===== config.mk =====
export PLATFORM = sky130hd
export DESIGN_NAME = data_memory_port_flat
export DESIGN_NICKNAME = d
export VERILOG_FILES = /design/src/rtl/data_memory_port_pkg.sv /design/src/rtl/data_memory_port_if.sv /design/src/rtl/data_memory_port_wbuf_fifo.sv /design/src/rtl/data_memory_port.sv /design/src/flat_wrapper.sv
export SDC_FILE = /design/constraint.sdc
export NUM_CORES = 2
export LEC_CHECK = 0
export ABC_AREA = 1
export ABC_CLOCK_PERIOD_IN_PS = 29600
export CORE_AREA = 3 3 756 758
export DETAILED_ROUTE_END_ITERATION = 7
export DIE_AREA = 0 0 759 761
export HOLD_SLACK_MARGIN = 0.05
export MAX_ROUTING_LAYER = met4
export PLACE_DENSITY = 0.42
export SYNTH_ARGS = -nofsm -noshare
export SYNTH_HDL_FRONTEND = slang
export SYNTH_MEMORY_MAX_BITS = 65536
export SYNTH_SLANG_ARGS = --single-unit
export TNS_END_PERCENT = 1

===== constraint.sdc =====
create_clock -name CLK -period 29.6 [get_ports CLK]
set_input_delay 2.96 -clock CLK [delete_from_list [all_inputs] [get_ports CLK]]
set_output_delay 2.96 -clock CLK [all_outputs]
set_load 0.05 [all_outputs]

===== src/rtl/data_memory_port_pkg.sv =====
// cpu_defs: definitions shared by the data-memory port and the CPU pipeline.
//   DATA_W         datapath word width
//   OP_*           load/store opcodes of the 16-bit CPU
//   ST_*           load FSM state encodings
//   word_t         one data word
package cpu_defs;

    localparam int DATA_W = 16;

    localparam logic [3:0] OP_LW = 4'h8;
    localparam logic [3:0] OP_SW = 4'h9;

    localparam logic [1:0] ST_IDLE       = 2'd0;
    localparam logic [1:0] ST_WAIT_EMPTY = 2'd1;
    localparam logic [1:0] ST_LOOKUP     = 2'd2;
    localparam logic [1:0] ST_RESP       = 2'd3;

    typedef logic [DATA_W-1:0] word_t;

endpackage


===== src/rtl/data_memory_port_if.sv =====
// data_memory_port_if: CPU <-> data-memory bus.
//   master (CPU side): drives the store strobe/address/data and the load
//                      request/address; receives load data, load-complete
//                      pulse and write-buffer status.
//   slave  (memory side): the reverse.
interface data_memory_port_if;
    import cpu_defs::*;

    logic              MW_CPU_ON;
    logic [DATA_W-1:0] WADDR_CPU;
    logic [DATA_W-1:0] DATA_OUT_CPU;
    logic              MR_CPU_ON;
    logic [DATA_W-1:0] RADDR_CPU;
    logic [DATA_W-1:0] DATA_IN_CPU;
    logic              RDATA_VALID;
    logic              WBUF_FULL;
    logic              WBUF_EMPTY;
    logic              DROP_ERR;

    modport master (
        output MW_CPU_ON, WADDR_CPU, DATA_OUT_CPU, MR_CPU_ON, RADDR_CPU,
        input  DATA_IN_CPU, RDATA_VALID, WBUF_FULL, WBUF_EMPTY, DROP_ERR
    );

    modport slave (
        input  MW_CPU_ON, WADDR_CPU, DATA_OUT_CPU, MR_CPU_ON, RADDR_CPU,
        output DATA_IN_CPU, RDATA_VALID, WBUF_FULL, WBUF_EMPTY, DROP_ERR
    );

endinterface


===== src/rtl/data_memory_port_wbuf_fifo.sv =====
// wbuf_fifo: posted-store write buffer (circular FIFO of {addr, data}).
//   CLK, RST          clock, async active-high reset
//   push_req          store strobe; accepted only while not full
//   push_addr/data    store word address / data
//   drain_ok          RAM port available for a drain this cycle
//   drain_fire        oldest entry leaves this cycle (head_addr/head_data)
//   full/empty        registered from the post-update count
//   drop_err          sticky: a store arrived while full
//   lookup_addr       load address for the forwarding search
//   fwd_hit/fwd_data  youngest buffered entry matching lookup_addr
// Macro WBUF_FWD_EN: when undefined the search is not built and fwd_hit=0.
module wbuf_fifo
    import cpu_defs::*;
#(
    parameter int ADDR_BITS = 8,
    parameter int DEPTH     = 4
) (
    input  logic                 CLK,
    input  logic                 RST,
    input  logic                 push_req,
    input  logic [ADDR_BITS-1:0] push_addr,
    input  logic [DATA_W-1:0]    push_data,
    input  logic                 drain_ok,
    input  logic [ADDR_BITS-1:0] lookup_addr,
    output logic                 drain_fire,
    output logic [ADDR_BITS-1:0] head_addr,
    output logic [DATA_W-1:0]    head_data,
    output logic                 full,
    output logic                 empty,
    output logic                 drop_err,
    output logic                 fwd_hit,
    output logic [DATA_W-1:0]    fwd_data
);

    localparam int PTR_W = $clog2(DEPTH);
    localparam int CNT_W = PTR_W + 1;
    localparam logic [CNT_W-1:0] DEPTH_C = CNT_W'(DEPTH);

    logic [ADDR_BITS-1:0] addr_mem [DEPTH];
    logic [DATA_W-1:0]    data_mem [DEPTH];
    logic [PTR_W-1:0]     rd_ptr, wr_ptr;
    logic [CNT_W-1:0]     count, count_nxt;
    logic                 push_fire;

    // Acceptance uses the registered count: a full buffer rejects a store
    // even when a drain frees a slot in the same cycle.
    assign push_fire  = push_req && (count < DEPTH_C);
    assign drain_fire = drain_ok && (count != '0);
    assign head_addr  = addr_mem[rd_ptr];
    assign head_data  = data_mem[rd_ptr];
    assign count_nxt  = count + CNT_W'(push_fire) - CNT_W'(drain_fire);

    always_ff @(posedge CLK or posedge RST) begin
        if (RST) begin
            rd_ptr   <= '0;
            wr_ptr   <= '0;
            count    <= '0;
            full     <= 1'b0;
            empty    <= 1'b1;
            drop_err <= 1'b0;
        end else begin
            if (push_fire)
                wr_ptr <= wr_ptr + PTR_W'(1);
            if (drain_fire)
                rd_ptr <= rd_ptr + PTR_W'(1);
            count <= count_nxt;
            full  <= (count_nxt == DEPTH_C);
            empty <= (count_nxt == '0);
            if (push_req && !push_fire)
                drop_err <= 1'b1;
        end
    end

    always_ff @(posedge CLK) begin
        if (push_fire) begin
            addr_mem[wr_ptr] <= push_addr;
            data_mem[wr_ptr] <= push_data;
        end
    end

`ifdef WBUF_FWD_EN
    // Walk oldest to youngest so the last hit wins.
    always_comb begin
        fwd_hit  = 1'b0;
        fwd_data = '0;
        for (int i = 0; i < DEPTH; i++) begin
            if ((CNT_W'(i) < count) &&
                (addr_mem[rd_ptr + PTR_W'(i)] == lookup_addr)) begin
                fwd_hit  = 1'b1;
                fwd_data = data_mem[rd_ptr + PTR_W'(i)];
            end
        end
    end
`else
    logic unused_lookup;
    assign unused_lookup = &{1'b0, lookup_addr};
    assign fwd_hit  = 1'b0;
    assign fwd_data = '0;
`endif

endmodule


===== src/rtl/data_memory_port.sv =====
// data_memory_port: data-memory responder for the 16-bit pipelined CPU.
// Stores are posted into a write buffer that drains into a single-port
// word RAM; loads use a request/valid handshake.
//   CLK, RST  clock, async active-high reset
//   bus       data_memory_port_if.slave (store, load and status signals)
// Macro WBUF_FWD_EN:
//   defined   loads forward from the buffer, fixed 2-cycle latency
//   undefined loads wait in WAIT_EMPTY until the buffer has drained
//
// state         | meaning
// --------------+------------------------------------------------------
// ST_IDLE       | no load in flight, waiting for MR_CPU_ON
// ST_WAIT_EMPTY | load pending, buffer draining (no-forward build only)
// ST_LOOKUP     | RAM read / forward check, drain stalled this cycle
// ST_RESP       | RDATA_VALID high for one cycle
module data_memory_port
    import cpu_defs::*;
#(
    parameter int ADDR_BITS  = 8,
    parameter int WBUF_DEPTH = 4
) (
    input  logic              CLK,
    input  logic              RST,
    data_memory_port_if.slave bus
);

    logic [1:0]           state, state_nxt;
    logic [DATA_W-1:0]    ram [2**ADDR_BITS];
    logic [DATA_W-1:0]    rdata_q;
    logic [ADDR_BITS-1:0] raddr, waddr, drain_addr;
    logic [DATA_W-1:0]    drain_data, fwd_data;
    logic                 drain_ok, drain_fire, fwd_hit;
    logic                 full, empty, drop_err;
    logic                 unused_addr_hi;

    assign raddr = bus.RADDR_CPU[ADDR_BITS-1:0];
    assign waddr = bus.WADDR_CPU[ADDR_BITS-1:0];
    assign unused_addr_hi = &{1'b0, bus.RADDR_CPU[DATA_W-1:ADDR_BITS],
                              bus.WADDR_CPU[DATA_W-1:ADDR_BITS]};

    // The load read owns the single RAM port during LOOKUP.
    assign drain_ok = (state != ST_LOOKUP);

    wbuf_fifo #(
        .ADDR_BITS (ADDR_BITS),
        .DEPTH     (WBUF_DEPTH)
    ) u_wbuf (
        .CLK         (CLK),
        .RST         (RST),
        .push_req    (bus.MW_CPU_ON),
        .push_addr   (waddr),
        .push_data   (bus.DATA_OUT_CPU),
        .drain_ok    (drain_ok),
        .lookup_addr (raddr),
        .drain_fire  (drain_fire),
        .head_addr   (drain_addr),
        .head_data   (drain_data),
        .full        (full),
        .empty       (empty),
        .drop_err    (drop_err),
        .fwd_hit     (fwd_hit),
        .fwd_data    (fwd_data)
    );

    always_comb begin
        state_nxt = state;
        case (state)
            ST_IDLE: begin
                if (bus.MR_CPU_ON) begin
`ifdef WBUF_FWD_EN
                    state_nxt = ST_LOOKUP;
`else
                    state_nxt = ST_WAIT_EMPTY;
`endif
                end
            end
`ifndef WBUF_FWD_EN
            // A store arriving now would be buffered behind the read, so
            // it keeps the load waiting.
            ST_WAIT_EMPTY: if (empty && !bus.MW_CPU_ON) state_nxt = ST_LOOKUP;
`endif
            ST_LOOKUP: state_nxt = ST_RESP;
            default:   state_nxt = ST_IDLE;
        endcase
    end

    always_ff @(posedge CLK or posedge RST) begin
        if (RST)
            state <= ST_IDLE;
        else
            state <= state_nxt;
    end

    // A store enqueued during LOOKUP lands after this capture, so the load
    // sees the prior value.
    always_ff @(posedge CLK or posedge RST) begin
        if (RST) begin
            rdata_q <= '0;
        end else if (state == ST_LOOKUP) begin
`ifdef WBUF_FWD_EN
            rdata_q <= fwd_hit ? fwd_data : ram[raddr];
`else
            rdata_q <= ram[raddr];
`endif
        end
    end

`ifndef WBUF_FWD_EN
    logic unused_fwd;
    assign unused_fwd = &{1'b0, fwd_hit, fwd_data};
`endif

    always_ff @(posedge CLK) begin
        if (drain_fire)
            ram[drain_addr] <= drain_data;
    end

    assign bus.DATA_IN_CPU = rdata_q;
    assign bus.RDATA_VALID = (state == ST_RESP);
    assign bus.WBUF_FULL   = full;
    assign bus.WBUF_EMPTY  = empty;
    assign bus.DROP_ERR    = drop_err;

endmodule


===== src/flat_wrapper.sv =====
// flat-port wrapper written by rule: the top's interface ports become plain ports
module data_memory_port_flat import cpu_defs::*;
#(
    parameter int ADDR_BITS  = 8,
    parameter int WBUF_DEPTH = 4
)
  (CLK, RST, bus_MW_CPU_ON, bus_WADDR_CPU, bus_DATA_OUT_CPU, bus_MR_CPU_ON, bus_RADDR_CPU, bus_DATA_IN_CPU, bus_RDATA_VALID, bus_WBUF_FULL, bus_WBUF_EMPTY, bus_DROP_ERR);
  data_memory_port_if bus_i ();
  input  logic CLK;
  input  logic RST;
  input wire logic [$bits(bus_i.MW_CPU_ON)-1:0] bus_MW_CPU_ON;
  input wire logic [$bits(bus_i.WADDR_CPU)-1:0] bus_WADDR_CPU;
  input wire logic [$bits(bus_i.DATA_OUT_CPU)-1:0] bus_DATA_OUT_CPU;
  input wire logic [$bits(bus_i.MR_CPU_ON)-1:0] bus_MR_CPU_ON;
  input wire logic [$bits(bus_i.RADDR_CPU)-1:0] bus_RADDR_CPU;
  output wire logic [$bits(bus_i.DATA_IN_CPU)-1:0] bus_DATA_IN_CPU;
  output wire logic [$bits(bus_i.RDATA_VALID)-1:0] bus_RDATA_VALID;
  output wire logic [$bits(bus_i.WBUF_FULL)-1:0] bus_WBUF_FULL;
  output wire logic [$bits(bus_i.WBUF_EMPTY)-1:0] bus_WBUF_EMPTY;
  output wire logic [$bits(bus_i.DROP_ERR)-1:0] bus_DROP_ERR;
  assign bus_i.MW_CPU_ON = bus_MW_CPU_ON;
  assign bus_i.WADDR_CPU = bus_WADDR_CPU;
  assign bus_i.DATA_OUT_CPU = bus_DATA_OUT_CPU;
  assign bus_i.MR_CPU_ON = bus_MR_CPU_ON;
  assign bus_i.RADDR_CPU = bus_RADDR_CPU;
  assign bus_DATA_IN_CPU = bus_i.DATA_IN_CPU;
  assign bus_RDATA_VALID = bus_i.RDATA_VALID;
  assign bus_WBUF_FULL = bus_i.WBUF_FULL;
  assign bus_WBUF_EMPTY = bus_i.WBUF_EMPTY;
  assign bus_DROP_ERR = bus_i.DROP_ERR;
  data_memory_port #(.ADDR_BITS(ADDR_BITS), .WBUF_DEPTH(WBUF_DEPTH)) u_core (.CLK(CLK), .RST(RST), .bus(bus_i));
endmodule

==> load_flow_metrics.sql <==
INSERT INTO impl_metrics (metric_group, metric, value, unit) VALUES
('yosys', 'synth_top_cells_by_count', '4192 x sky130_fd_sc_hd__edfxtp_1, 4180 x sky130_fd_sc_hd__nand2_1, 4080 x sky130_fd_sc_hd__nand3_1', ''),
('yosys', 'synth_seq_area_share', '0.746', ''),
('global_routing', 'largest_net_degree_at_the_start_of_global_routing', '186', ''),
('final_layout', 'fraction_of_layout_instances_using_a_drive_strength_above_1', '0.0805', ''),
('global_routing', 'grt_pass1_vias', '100000', ''),
('yosys', 'synth_largest_area_cell', 'sky130_fd_sc_hd__edfxtp_1', ''),
('yosys', 'synthesis.yosys.warnings', '0', ''),
('sta', 'worst_pin_slew', '1.21', 'ns'),
('yosys', 'synth-simple-area-share', '0.221', ''),
('worst_setup_path', 'crit_type', 'primary input to flip-flop', ''),
('die', 'std_cell_rows', '276', ''),
('worst_setup_path', 'worstPathArrival', '10.41', 'ns'),
('sta', 'fin_worst_skew', '0.0760', 'ns'),
('die', 'pin_count', '72', ''),
('sta', 'setup-tns-final', '0', 'ns'),
('cts', 'cts_hold_buffers', '0', ''),
('cts', 'postCtsSetupRepairBufs', '0', ''),
('yosys', 'synthesis.nets', '14000', ''),
('yosys', 'yosys.cell_count.top_type', 'sky130_fd_sc_hd__edfxtp_1', ''),
('worst_setup_path', 'required_arrival_time_at_the_worst_endpoint', '30.55', 'ns'),
('die', 'die_h', '761', 'µm'),
('sta', 'layout_worst_path_cycle_share', '0.319', ''),
('worst_setup_path', 'regToRegEndpoint', 'u_core.ram[42][1]$_DFFE_PP_', ''),
('cts', 'clk_transition_reported_paths', '0.06', 'ns'),
('placement', 'post_dp_cell_area', '0.179', 'mm²'),
('route', 'routed_wirelength', '544', 'mm'),
('sta', 'relSlewSlack', '0.195', ''),
('placement', 'place_congestion', '0.796', ''),
('power', 'power_per_cell_area', '87.5', 'mW/mm²'),
('route', 'route.detailed.vias_per_inst', '4.90', ''),
('cts', 'maximum_buffer_depth_of_the_clock_tree', '4', ''),
('yosys', 'post_synth_mux_area_share', '0', ''),
('sta', 'final-hold-violation-count', '0', ''),
('yosys', 'synth_largest_type_area_fraction', '0.742', ''),
('worst_hold_path', 'hold_path_class', 'flip-flop to flip-flop', ''),
('yosys', 'synth_xor_xnor_area_share', '0.000258', ''),
('sta', 'minimum_period_implied_by_the_final_worst_setup_slack', '9.46', 'ns'),
('route', 'dr.first_iter.drc_count', '9949', ''),
('flow_run', 'timing.max_cap.violations', '0', ''),
('yosys', 'synth.top_cells.by_area', 'sky130_fd_sc_hd__edfxtp_1 74%, sky130_fd_sc_hd__nand3_1 12%, sky130_fd_sc_hd__nand2_1 9.3%', ''),
('power', 'p_total', '16.9', 'mW'),
('route', 'final_antenna_net_count', '0', ''),
('yosys', 'synth_flop_cell', 'sky130_fd_sc_hd__edfxtp_1', ''),
('worst_hold_path', 'hold-path-endpoint', 'u_core.u_wbuf.drop_err$_DFFE_PP0P_', ''),
('run_status', 'status', 'completed', ''),
('die', 'placeableCoreArea', '0.565', 'mm²'),
('sta', 'slew_viol_final', '0', ''),
('cts', 'clock_insertion_delay_worst_skew', '1.04', 'ns'),
('cts', 'tritoncts', 'built', ''),
('route', 'via_count', '107000', ''),
('worst_setup_path', 'rr_startpoint', 'u_core.u_wbuf.rd_ptr[0]$_DFFE_PP0P_', ''),
('placement', 'io_buffer_count', '55', ''),
('die', 'die_area', '0.578', 'mm²'),
('final_layout', 'finalInstanceArea', '0.193', 'mm²'),
('worst_setup_path', 'setup.worst_path.start_class', 'primary input', ''),
('global_routing', 'grt_antenna_before_repair', '21', ''),
('yosys', 'synth_compound_area_frac', '0.00261', ''),
('cts', 'cts_num_sinks', '4220', ''),
('global_routing', 'global_route_usage_over_all_layers', '0.186', ''),
('worst_setup_path', 'depth_of_the_worst_register_to_register_path', '12', ''),
('worst_setup_path', 'critPathMaxFanout', '118', ''),
('cts', 'postCtsResizedCells', '0', ''),
('cts', 'clk_root_buffer_cell', 'sky130_fd_sc_hd__clkbuf_16', ''),
('final_layout', 'area.growth.synth_to_final', '14.1', '%'),
('yosys', 'synthesis.area', '0.170', 'mm²'),
('yosys', 'synth-edff-count', '4192', ''),
('yosys', 'ys_seq_elements', '4220', ''),
('global_routing', 'grt-ovfl-total', '0', ''),
('yosys', 'post_synth_inst_count', '13900', ''),
('cts', 'htreeDepth', '5', ''),
('yosys', 'synth-adder-area-share', '0.000930', '');
worst max path at each step:
stage	cells after the start	to	from
6_report	18	u_core.bus.DATA_IN_CPU[0]$_DFFE_PP0N_	bus_RADDR_CPU[0]
5_1_grt	18	u_core.bus.DATA_IN_CPU[1]$_DFFE_PP0N_	bus_RADDR_CPU[0]
3_3_place_gp	18	u_core.bus.DATA_IN_CPU[1]$_DFFE_PP0N_	bus_RADDR_CPU[0]
4_1_cts	18	u_core.bus.DATA_IN_CPU[1]$_DFFE_PP0N_	bus_RADDR_CPU[0]
2_1_floorplan	5	u_core.ram[0][10]$_DFFE_PP_	u_core.u_wbuf.rd_ptr[1]$_DFFE_PP0P_
3_5_place_dp	18	u_core.bus.DATA_IN_CPU[1]$_DFFE_PP0N_	bus_RADDR_CPU[0]
report_power, final:
| group | switching [mW] | total [mW] | internal [mW] |
|---|---|---|---|
| sequential | 0.0682 | 8.17 | 8.11 |
| clock | 2.44 | 5.57 | 3.13 |
| combinational | 2.79 | 3.18 | 0.394 |
critical path, cell delays in order:
cell and delay, ns:
sky130_fd_sc_hd__buf_16 0.18, sky130_fd_sc_hd__inv_8 0.57, sky130_fd_sc_hd__buf_4 0.67, sky130_fd_sc_hd__buf_4 0.54
sky130_fd_sc_hd__buf_4 0.70, sky130_fd_sc_hd__buf_4 0.65, sky130_fd_sc_hd__buf_12 0.45, sky130_fd_sc_hd__buf_4 0.77
sky130_fd_sc_hd__nand2_1 0.10, sky130_fd_sc_hd__nand3_1 0.10, sky130_fd_sc_hd__nand3_1 0.10, sky130_fd_sc_hd__nand3_1 0.19
sky130_fd_sc_hd__nand3_1 0.20, sky130_fd_sc_hd__nand3_1 0.27, sky130_fd_sc_hd__nand3_1 0.27, sky130_fd_sc_hd__nand3_1 0.51
sky130_fd_sc_hd__nand3_1 0.43, sky130_fd_sc_hd__nand2_1 0.15
per-stage QoR:
stage                      util  setup WS, ns  std cells
final                     0.342         20.14      21800
after global routing      0.342         19.87      21800
after CTS                 0.342         20.35      21800
after detailed placement  0.317         19.22      21000
after global placement    0.317         19.17      21000
after floorplan               -         20.06      13900
cells in the final DEF (no fill, tap or decap), types with 3 or more instances in the layout:
cell	n
sky130_fd_sc_hd__a21oi_1	10
sky130_fd_sc_hd__a32oi_1	4
sky130_fd_sc_hd__a32oi_2	4
sky130_fd_sc_hd__buf_12	29
sky130_fd_sc_hd__buf_4	407
sky130_fd_sc_hd__buf_8	3
sky130_fd_sc_hd__bufinv_16	25
sky130_fd_sc_hd__clkbuf_1	140
sky130_fd_sc_hd__clkbuf_16	468
sky130_fd_sc_hd__clkdlybuf4s50_1	48
sky130_fd_sc_hd__clkinv_1	129
sky130_fd_sc_hd__clkinv_16	15
sky130_fd_sc_hd__clkinv_2	57
sky130_fd_sc_hd__clkinv_4	3
sky130_fd_sc_hd__clkinv_8	3
sky130_fd_sc_hd__clkinvlp_4	6
sky130_fd_sc_hd__dfrtp_1	27
sky130_fd_sc_hd__diode_2	8
sky130_fd_sc_hd__edfxtp_1	4192
sky130_fd_sc_hd__ha_1	11
sky130_fd_sc_hd__inv_1	43
sky130_fd_sc_hd__inv_16	4
sky130_fd_sc_hd__inv_2	9
sky130_fd_sc_hd__inv_6	6
sky130_fd_sc_hd__inv_8	4
sky130_fd_sc_hd__nand2_1	4164
sky130_fd_sc_hd__nand2_2	18
sky130_fd_sc_hd__nand2_4	8
sky130_fd_sc_hd__nand3_1	4080
sky130_fd_sc_hd__nor2_1	263
sky130_fd_sc_hd__nor2_2	50
sky130_fd_sc_hd__nor2_4	9
sky130_fd_sc_hd__o21ai_0	36
sky130_fd_sc_hd__o22ai_4	16
sky130_fd_sc_hd__xor2_1	4
logic make-up (layout without fill, tap and decap cells):
logic type	after synthesis	count (layout)
other cells	0	8
flops	4220	4220
compound gates	72	72
fa+ha+maj	12	12
buf+inv	1013	1402
simple gates	8596	8596
xor+xnor	5	5
routing by layer:
metal | share of wire | global-route usage | routed length (µm)
met1 | 0.47 | 0.264 | 253000
met2 | 0.46 | 0.285 | 249000
met3 | 0.052 | 0.0247 | 28100
met4 | 0.025 | 0.0438 | 13900
met5 | 0 | - | 0
flip-flops by register name, indices dropped and copies added (netlist names):
signal	flops
u_core.ram	4096
u_core.u_wbuf.data_mem	64
u_core.u_wbuf.addr_mem	32
u_core.bus.DATA_IN_CPU	16
u_core.u_wbuf.count	3
u_core.state	2
u_core.u_wbuf.rd_ptr	2
u_core.u_wbuf.wr_ptr	2
u_core.u_wbuf.drop_err	1
u_core.u_wbuf.empty	1
u_core.u_wbuf.full	1
layout make-up:
cell class / instances / area, µm²
timing repair buffer: 490 / 4210
clock buffer: 608 / 12200
fill: 56000 / 371000
multi-input combinational: 8685 / 38600
sequential: 4220 / 127000
inverter: 59 / 258
clock inverter: 245 / 2210
antenna: 8 / 20.0
tap: 7506 / 9390
Power figures use the tool's default switching activity.
